[src/rtl/if_fetch_unit_if.sv]
// Fetch-stage bus: decode handshake, EX redirect and byte-wide memory read port.
// The master side belongs to if_fetch_unit and the slave side to its environment.
interface if_fetch_unit_if;
    logic        stall_i;
    logic        jump_i;
    logic [31:0] jump_addr_i;
    logic        mem_grant_i;
    logic [7:0]  mem_din_i;
    logic [31:0] mem_a_o;
    logic        mem_rd_en_o;
    logic [31:0] pc_o;
    logic [31:0] inst_o;
    logic        inst_valid_o;

    modport master (
        input  stall_i, jump_i, jump_addr_i, mem_grant_i, mem_din_i,
        output mem_a_o, mem_rd_en_o, pc_o, inst_o, inst_valid_o
    );

    modport slave (
        output stall_i, jump_i, jump_addr_i, mem_grant_i, mem_din_i,
        input  mem_a_o, mem_rd_en_o, pc_o, inst_o, inst_valid_o
    );
endinterface

[src/rtl/if_fetch_unit.sv]
// RISC-V IF stage: assembles each instruction from four little-endian byte reads and holds it for decode.
// Optional direct-mapped one-word-per-line instruction cache enabled by defining ICACHE_EN.
module if_fetch_unit #(
    parameter logic [31:0] RESET_PC     = 32'h0000_0000,
    parameter int unsigned ICACHE_LINES = 64
) (
    input  logic           clk,
    input  logic           rst,
    input  logic           rdy,
    if_fetch_unit_if.master bus
);
    typedef enum logic {FETCH, HOLD} state_t;

    if ((ICACHE_LINES < 2) || ((ICACHE_LINES & (ICACHE_LINES - 1)) != 0)) begin : g_bad_lines
        $error("ICACHE_LINES must be a power of two, at least 2");
    end

    state_t      state_q, state_d;
    logic [31:0] fpc_q, fpc_d;
    logic [2:0]  iss_q, iss_d;
    logic [1:0]  rcv_q, rcv_d;
    logic [23:0] buf_q, buf_d;
    logic        inflight_q, inflight_d;
    logic        discard_q, discard_d;
    logic [31:0] pc_q, pc_d;
    logic [31:0] inst_q, inst_d;
    logic        valid_q, valid_d;
    logic        rd_en_q, rd_en_d;
    logic [31:0] a_q, a_d;
    logic        hit_q, hit_d;
    logic        issue;
    logic        enter;
    logic [31:0] cword;

    assign issue = rd_en_q & bus.mem_grant_i;

    always_comb begin
        state_d    = state_q;
        fpc_d      = fpc_q;
        iss_d      = iss_q;
        rcv_d      = rcv_q;
        buf_d      = buf_q;
        pc_d       = pc_q;
        inst_d     = inst_q;
        valid_d    = valid_q;
        inflight_d = 1'b0;
        discard_d  = 1'b0;
        enter      = 1'b0;
        if (bus.jump_i) begin
            // A byte granted this cycle belongs to the old stream; mark it for dropping.
            state_d    = FETCH;
            fpc_d      = bus.jump_addr_i & ~32'd3;
            iss_d      = '0;
            rcv_d      = '0;
            valid_d    = 1'b0;
            inflight_d = issue;
            discard_d  = issue;
            enter      = 1'b1;
        end else if (state_q == HOLD) begin
            if (valid_q && !bus.stall_i) begin
                state_d = FETCH;
                fpc_d   = fpc_q + 32'd4;
                iss_d   = '0;
                rcv_d   = '0;
                valid_d = 1'b0;
                enter   = 1'b1;
            end
        end else if (hit_q) begin
            state_d = HOLD;
            pc_d    = fpc_q;
            inst_d  = cword;
            valid_d = 1'b1;
        end else begin
            inflight_d = issue;
            if (issue) begin
                iss_d = iss_q + 3'd1;
            end
            if (inflight_q && !discard_q) begin
                if (rcv_q == 2'd3) begin
                    state_d = HOLD;
                    pc_d    = fpc_q;
                    inst_d  = {bus.mem_din_i, buf_q};
                    valid_d = 1'b1;
                end else begin
                    unique case (rcv_q)
                        2'd0:    buf_d[7:0]   = bus.mem_din_i;
                        2'd1:    buf_d[15:8]  = bus.mem_din_i;
                        default: buf_d[23:16] = bus.mem_din_i;
                    endcase
                    rcv_d = rcv_q + 2'd1;
                end
            end
        end
    end

    // Bus outputs are registered, so they are derived from the next state.
    assign rd_en_d = (state_d == FETCH) && (iss_d != 3'd4) && !hit_d;
    assign a_d     = fpc_d + {29'd0, iss_d};

`ifdef ICACHE_EN
    localparam int unsigned IDX_W = $clog2(ICACHE_LINES);
    localparam int unsigned TAG_W = 30 - IDX_W;

    logic [31:0]             cdata_q [ICACHE_LINES];
    logic [TAG_W-1:0]        ctag_q  [ICACHE_LINES];
    logic [ICACHE_LINES-1:0] cvalid_q;
    logic [IDX_W-1:0]        lk_idx, cur_idx;
    logic                    fill;

    assign lk_idx  = fpc_d[IDX_W+1:2];
    assign cur_idx = fpc_q[IDX_W+1:2];
    assign hit_d   = enter && cvalid_q[lk_idx] && (ctag_q[lk_idx] == fpc_d[31:IDX_W+2]);
    assign cword   = cdata_q[cur_idx];
    // Only a completed memory fill reaches HOLD from FETCH without a cache hit.
    assign fill    = (state_q == FETCH) && (state_d == HOLD) && !hit_q;

    always_ff @(posedge clk) begin
        if (rst) begin
            cvalid_q <= '0;
        end else if (rdy && fill) begin
            cvalid_q[cur_idx] <= 1'b1;
        end
    end

    always_ff @(posedge clk) begin
        if (!rst && rdy && fill) begin
            cdata_q[cur_idx] <= inst_d;
            ctag_q[cur_idx]  <= fpc_q[31:IDX_W+2];
        end
    end
`else
    assign hit_d = 1'b0;
    assign cword = '0;
`endif

    always_ff @(posedge clk) begin
        if (rst) begin
            state_q    <= FETCH;
            fpc_q      <= RESET_PC;
            iss_q      <= '0;
            rcv_q      <= '0;
            buf_q      <= '0;
            inflight_q <= 1'b0;
            discard_q  <= 1'b0;
            pc_q       <= '0;
            inst_q     <= '0;
            valid_q    <= 1'b0;
            rd_en_q    <= 1'b0;
            a_q        <= '0;
            hit_q      <= 1'b0;
        end else if (rdy) begin
            state_q    <= state_d;
            fpc_q      <= fpc_d;
            iss_q      <= iss_d;
            rcv_q      <= rcv_d;
            buf_q      <= buf_d;
            inflight_q <= inflight_d;
            discard_q  <= discard_d;
            pc_q       <= pc_d;
            inst_q     <= inst_d;
            valid_q    <= valid_d;
            rd_en_q    <= rd_en_d;
            a_q        <= a_d;
            hit_q      <= hit_d;
        end
    end

    assign bus.mem_a_o      = a_q;
    assign bus.mem_rd_en_o  = rd_en_q;
    assign bus.pc_o         = pc_q;
    assign bus.inst_o       = inst_q;
    assign bus.inst_valid_o = valid_q;
endmodule

[src/flat_wrapper.sv]
// flat-port wrapper written by rule: the top's interface ports become plain ports
module if_fetch_unit_flat 
#(
    parameter logic [31:0] RESET_PC     = 32'h0000_0000,
    parameter int unsigned ICACHE_LINES = 64
)
  (clk, rst, rdy, bus_stall_i, bus_jump_i, bus_jump_addr_i, bus_mem_grant_i, bus_mem_din_i, bus_mem_a_o, bus_mem_rd_en_o, bus_pc_o, bus_inst_o, bus_inst_valid_o);
  if_fetch_unit_if bus_i ();
  input  logic clk;
  input  logic rst;
  input  logic rdy;
  input wire logic [$bits(bus_i.stall_i)-1:0] bus_stall_i;
  input wire logic [$bits(bus_i.jump_i)-1:0] bus_jump_i;
  input wire logic [$bits(bus_i.jump_addr_i)-1:0] bus_jump_addr_i;
  input wire logic [$bits(bus_i.mem_grant_i)-1:0] bus_mem_grant_i;
  input wire logic [$bits(bus_i.mem_din_i)-1:0] bus_mem_din_i;
  output wire logic [$bits(bus_i.mem_a_o)-1:0] bus_mem_a_o;
  output wire logic [$bits(bus_i.mem_rd_en_o)-1:0] bus_mem_rd_en_o;
  output wire logic [$bits(bus_i.pc_o)-1:0] bus_pc_o;
  output wire logic [$bits(bus_i.inst_o)-1:0] bus_inst_o;
  output wire logic [$bits(bus_i.inst_valid_o)-1:0] bus_inst_valid_o;
  assign bus_i.stall_i = bus_stall_i;
  assign bus_i.jump_i = bus_jump_i;
  assign bus_i.jump_addr_i = bus_jump_addr_i;
  assign bus_i.mem_grant_i = bus_mem_grant_i;
  assign bus_i.mem_din_i = bus_mem_din_i;
  assign bus_mem_a_o = bus_i.mem_a_o;
  assign bus_mem_rd_en_o = bus_i.mem_rd_en_o;
  assign bus_pc_o = bus_i.pc_o;
  assign bus_inst_o = bus_i.inst_o;
  assign bus_inst_valid_o = bus_i.inst_valid_o;
  if_fetch_unit #(.RESET_PC(RESET_PC), .ICACHE_LINES(ICACHE_LINES)) u_core (.clk(clk), .rst(rst), .rdy(rdy), .bus(bus_i));
endmodule
[config.mk]
export PLATFORM = sky130hd
export DESIGN_NAME = if_fetch_unit_flat
export DESIGN_NICKNAME = d
export VERILOG_FILES = /design/src/rtl/if_fetch_unit_if.sv /design/src/rtl/if_fetch_unit.sv /design/src/flat_wrapper.sv
export SDC_FILE = /design/constraint.sdc
export NUM_CORES = 1
export LEC_CHECK = 0
export BUFFER_PORTS_ARGS = -buffer_cell sky130_fd_sc_hd__buf_2
export CAP_MARGIN = 20
export CORE_ASPECT_RATIO = 1.1
export CORE_UTILIZATION = 45
export DETAILED_ROUTE_END_ITERATION = 8
export GPL_TIMING_DRIVEN = 0
export PLACE_DENSITY = 0.67
export SYNTH_ARGS = -nofsm -noshare
export SYNTH_HDL_FRONTEND = slang
export SYNTH_SLANG_ARGS = --single-unit
[constraint.sdc]
create_clock -name clk -period 5.05 [get_ports clk]
set_input_delay 0.2525 -clock clk [delete_from_list [all_inputs] [get_ports clk]]
set_output_delay 0.2525 -clock clk [all_outputs]
set_load 0.005 [all_outputs]
==> results.md <==
Critical path:
- The critical path is of the in -> reg type.
- The launch instance of the worst register-to-register path is u_core.state_q.
- STA classifies the critical path startpoint as an input pin.
- Along the worst path, the maximum fanout reaches 10.
- The end of the worst register-to-register path is u_core.bus.mem_a_o[29].
- STA classifies the critical path endpoint as a flop.
- The arrival time of data at the critical path endpoint is 5.10 ns.
- The required time of the worst setup path is 5.39 ns.
- Measured in cells, the most critical reg-to-reg path has a length of 12.
- The setup slack of the worst register-to-register path is 0.70 ns.

STA:
- Setup repair after global routing left no endpoint under its margin.
- The maximum frequency from static timing analysis is 0.210 GHz.
- The accumulated negative setup slack is 0 ns.
- The shortest clock period the worst path allows after layout is 4.76 ns.
- The number of hold-slack violations in the final timing report is 0.
- The max-slew headroom at the worst pin is 39.4%.
- The total count of max-transition violations in the final report is 0.
- Setup violations remaining at the end of the flow were counted as 0.
- The final critical-path share of the clock period is 94.3%.
- Setup slack on the critical path of the routed design comes to 0.286 ns.
- The post-route clock skew is 0.0205 ns.
- At the pin with the least slew margin, the transition time is 0.910 ns.

Global route:
- Global routing finished with a remaining overflow of 0.
- The number of global-route vias before repair is 7,202.
- The initial antenna violation count came to 0.
- For this run, global-route usage on met2 was measured as 44.9%.
- The global routing's busiest layer is met2.
- For this run, global-route usage on met3 was measured as 5.46%.
- The met1 usage in global routing is 35.2%.
- The first global-routing pass estimated 38.1 mm of wire.
- Entering global routing, the biggest net connects 20 pins.
- The overall global routing resource usage is 27.6%.

Synth:
- The number of different library cells in the post-synthesis netlist is 80.
- Synthesis produced a netlist whose cell count is 975.
- The portion of synthesized cell area occupied by the leading cell type is 41.4%.
- Counting flops with a built-in enable in the synthesized netlist gives 0.
- Counting every net in the synthesized netlist gives 1,031.
- The average cell area after synthesis is 8.03 µm².
- In this run the cell area of the synthesized design comes to 7830 µm².
- The flip-flop and latch count after synthesis is 162.
- In the post-synthesis netlist, the biggest area contributors are sky130_fd_sc_hd__dfxtp_1 (41%), sky130_fd_sc_hd__nand2_1 (9.9%), sky130_fd_sc_hd__a21oi_1 (7.7%), sky130_fd_sc_hd__nor2_1 (4.3%), sky130_fd_sc_hd__mux2i_1 (3.3%).
- In the synthesized netlist, the cells that appear most often are sky130_fd_sc_hd__nand2_1 (206), sky130_fd_sc_hd__dfxtp_1 (162), sky130_fd_sc_hd__a21oi_1 (120).
- The largest area contributor in the netlist is sky130_fd_sc_hd__dfxtp_1.
- The share of synthesized area occupied by flip-flops and latches is 41.4%.
- Yosys printed 0 warnings.
- In the synthesized netlist the dominant register cell turns out to be sky130_fd_sc_hd__dfxtp_1.
- The async set or reset register ratio after synthesis is 0%.
- The leading cell type by number of instances after synthesis is sky130_fd_sc_hd__nand2_1.

Run status:
- The flow ran to the end, and the final reports show no timing, DRC or antenna violations.

Power:
- In this run the power spent charging and discharging nets is 0.838 mW.
- The highest ir drop seen on vdd is 0.000238 V.
- Combinational logic is responsible for 9.6% of the overall power.
- Of the total power, the clock network draws 44.4%.
- For this design the ratio of total power to cell area is 310 nW/µm².
- The internal power of the cells totals 2.08 mW.
- The sequential share of power is 46.0%.
- The analysis attributes to cell leakage a power of 3.62 nW.
- The switching power as a share of total power is 28.7%.

Die:
- The area of the core is 17,000 µm².
- The die height is 140 µm.
- The initial core utilization is 46.0%.
- The number of placed I/O pins is 144.
- From left edge to right edge, the die measures 128 µm.
- The cell row count is 50.
- The total die area is 17,900 µm².

Flow run:
- The tool flagged a number of max-cap violations equal to 0.

Clocking:
- The clock tree synthesis step divided the H-tree into 4 levels.
- The maximum count of clock buffers along a single path is 2.
- Clock tree synthesis found a total of 162 sinks.
- The tree is rooted in a sky130_fd_sc_hd__clkbuf_16.
- The number of buffers created by CTS is 17.
- The number of hold buffers added after CTS was 0.
- The clock-pin slew on the worst setup and hold paths is 0.08 ns.
- TritonCTS built the clock tree.
- The later-pin clock latency in the skew report is 0.44 ns.

Route:
- For this block, the initial DRC count from the detailed router was 619.
- After detailed routing, the average wire length per cell comes to 17.5 µm.
- The detail-routed via count per cell is 5.60.
- The residual DRC count is 0.
- The final route contains 7,738 vias.
- For this run, the detailed router's first-pass iteration total came to 6.
- The number of antenna-violating nets in the routed design is 0.
- The routed design has 24.2 mm of wire.

Finish:
- For this run, the post-layout net count is 1,190.
- The layout-stage area growth over the synthesis result is 20.5%.
- The finished layout holds 1,381 standard cells, fillers aside.
- The share of final-layout standard cells stronger than drive strength 1 is 20.0%.
- The number of inserted diodes is 0.

Worst hold path:
- The worst hold path was traced through 3 stages.
- The startpoint of the lowest-slack hold path is bus_mem_din_i[0].
- The worst hold path terminates at u_core.bus.inst_o[24].
- The type of the most critical hold path is in -> reg.

Placed design:
- The pre-CTS setup slack is -0.388 ns.
- At the end of routability-driven placement, the weighted congestion stood at 0.954.
- Input and output buffers added on the ports amount to 139.
- Once detailed placement completed, the half-perimeter wirelength came to 18.0 mm.
- The number of placed instances, taps included, is 1,348.
[timing repair]
item	CTS	global route
resized for setup	0	3
setup endpoints to repair	0	4
setup buffers	0	0
[state kept, by name, indices dropped and copies added (netlist names)]
name	count
u_core.inflight_q	1
u_core.fpc_q	32
u_core.state_q	1
u_core.buf_q	24
u_core.bus.inst_valid_o	1
u_core.discard_q	1
u_core.bus.pc_o	32
u_core.bus.inst_o	32
u_core.rcv_q	2
u_core.bus.mem_a_o	32
u_core.bus.mem_rd_en_o	1
u_core.iss_q	3
[power by group through the flow]
| stage | registers, mW | logic (mW) | clock network (mW) |
|---|---|---|---|
| floorplan | 1.36 | 0.173 | 0 |
| detailed placement | 1.37 | 0.276 | 0 |
| global placement | 1.37 | 0.272 | 0 |
| CTS | 1.34 | 0.277 | 1.31 |
| global route | 1.35 | 0.306 | 1.37 |
| finish | 1.34 | 0.281 | 1.30 |
[logic make-up after synthesis]
group,count (synthesis),synth area share (%)
buffers and inverters,79,4.05
adder cells (fa/ha/maj),10,1.69
AO/OA/AOI/OAI,216,17.8
AND/OR/NAND/NOR,451,28.1
multiplexers,29,3.76
XOR/XNOR,28,3.13
flip-flops,162,41.4
[worst max path at each step]
stage,from,to,slack [ns],cells past startpoint
after floorplan,bus_jump_i,u_core.bus.mem_a_o[29],1.09,12
after global placement,bus_jump_i,u_core.bus.mem_a_o[29],-0.37,13
after detailed placement,bus_jump_i,u_core.bus.mem_a_o[29],-0.39,14
after CTS,bus_jump_i,u_core.bus.mem_a_o[29],0.03,14
after global routing,bus_jump_i,u_core.bus.mem_a_o[29],0.05,14
final,bus_jump_i,u_core.bus.mem_a_o[29],0.29,14
[area by class of cell]
| class | instances | area (µm²) |
|---|---|---|
| fill | 1702 | 7590 |
| multi-input combinational | 734 | 4270 |
| sequential | 162 | 3240 |
| timing repair buffer | 140 | 701 |
| clock buffer | 17 | 425 |
| tap | 234 | 293 |
| buffer | 69 | 282 |
| clock inverter | 15 | 183 |
| inverter | 10 | 37.5 |
[cell usage in the layout, fill, tap and decap left out, types with 15 or more instances in the layout]
cell                          n
sky130_fd_sc_hd__mux2i_1     26
sky130_fd_sc_hd__o21ai_0     19
sky130_fd_sc_hd__a211oi_1    18
sky130_fd_sc_hd__a21oi_1    120
sky130_fd_sc_hd__nor2_1      90
sky130_fd_sc_hd__buf_2      145
sky130_fd_sc_hd__nand3_1     42
sky130_fd_sc_hd__dfxtp_1    162
sky130_fd_sc_hd__clkbuf_1    48
sky130_fd_sc_hd__nand2_1    206
sky130_fd_sc_hd__xnor2_1     19
sky130_fd_sc_hd__clkbuf_16   17
sky130_fd_sc_hd__nor4_1      15
[critical path, cell delays in order]
cell and delay [ns]:
sky130_fd_sc_hd__buf_2 0.14, sky130_fd_sc_hd__clkinv_1 0.16, sky130_fd_sc_hd__buf_1 0.51, sky130_fd_sc_hd__clkbuf_1 0.55, sky130_fd_sc_hd__nand2_1 0.29, sky130_fd_sc_hd__a21oi_1 0.43, sky130_fd_sc_hd__ha_1 0.22, sky130_fd_sc_hd__a21o_1 0.12
sky130_fd_sc_hd__a21oi_1 0.10, sky130_fd_sc_hd__or3_1 0.46, sky130_fd_sc_hd__nand4b_2 0.43, sky130_fd_sc_hd__or4_4 0.62, sky130_fd_sc_hd__or4b_1 0.51, sky130_fd_sc_hd__a311oi_1 0.28
[metal layers]
layer | up-vias | part of all wire [%]
li1 | 3759 | -
met3 | 50 | 5.8
met5 | - | 0
met1 | 3648 | 43
met2 | 281 | 47
met4 | 0 | 3.4
[per-stage QoR]
| step | util, % | instance area (µm²) | power (mW) | hold WS [ns] |
|---|---|---|---|---|
| 6_report | 55.4 | 9430 | 2.92 | 0.0972 |
| 5_1_grt | 55.4 | 9430 | 3.02 | 0.0922 |
| 2_1_floorplan | - | 7830 | 1.54 | 0.388 |
| 3_5_place_dp | 51.8 | 8810 | 1.65 | 0.443 |
| 4_1_cts | 55.4 | 9420 | 2.93 | 0.0802 |
| 3_3_place_gp | 51.8 | 8810 | 1.64 | 0.439 |
(Power assumes the default switching activity.)
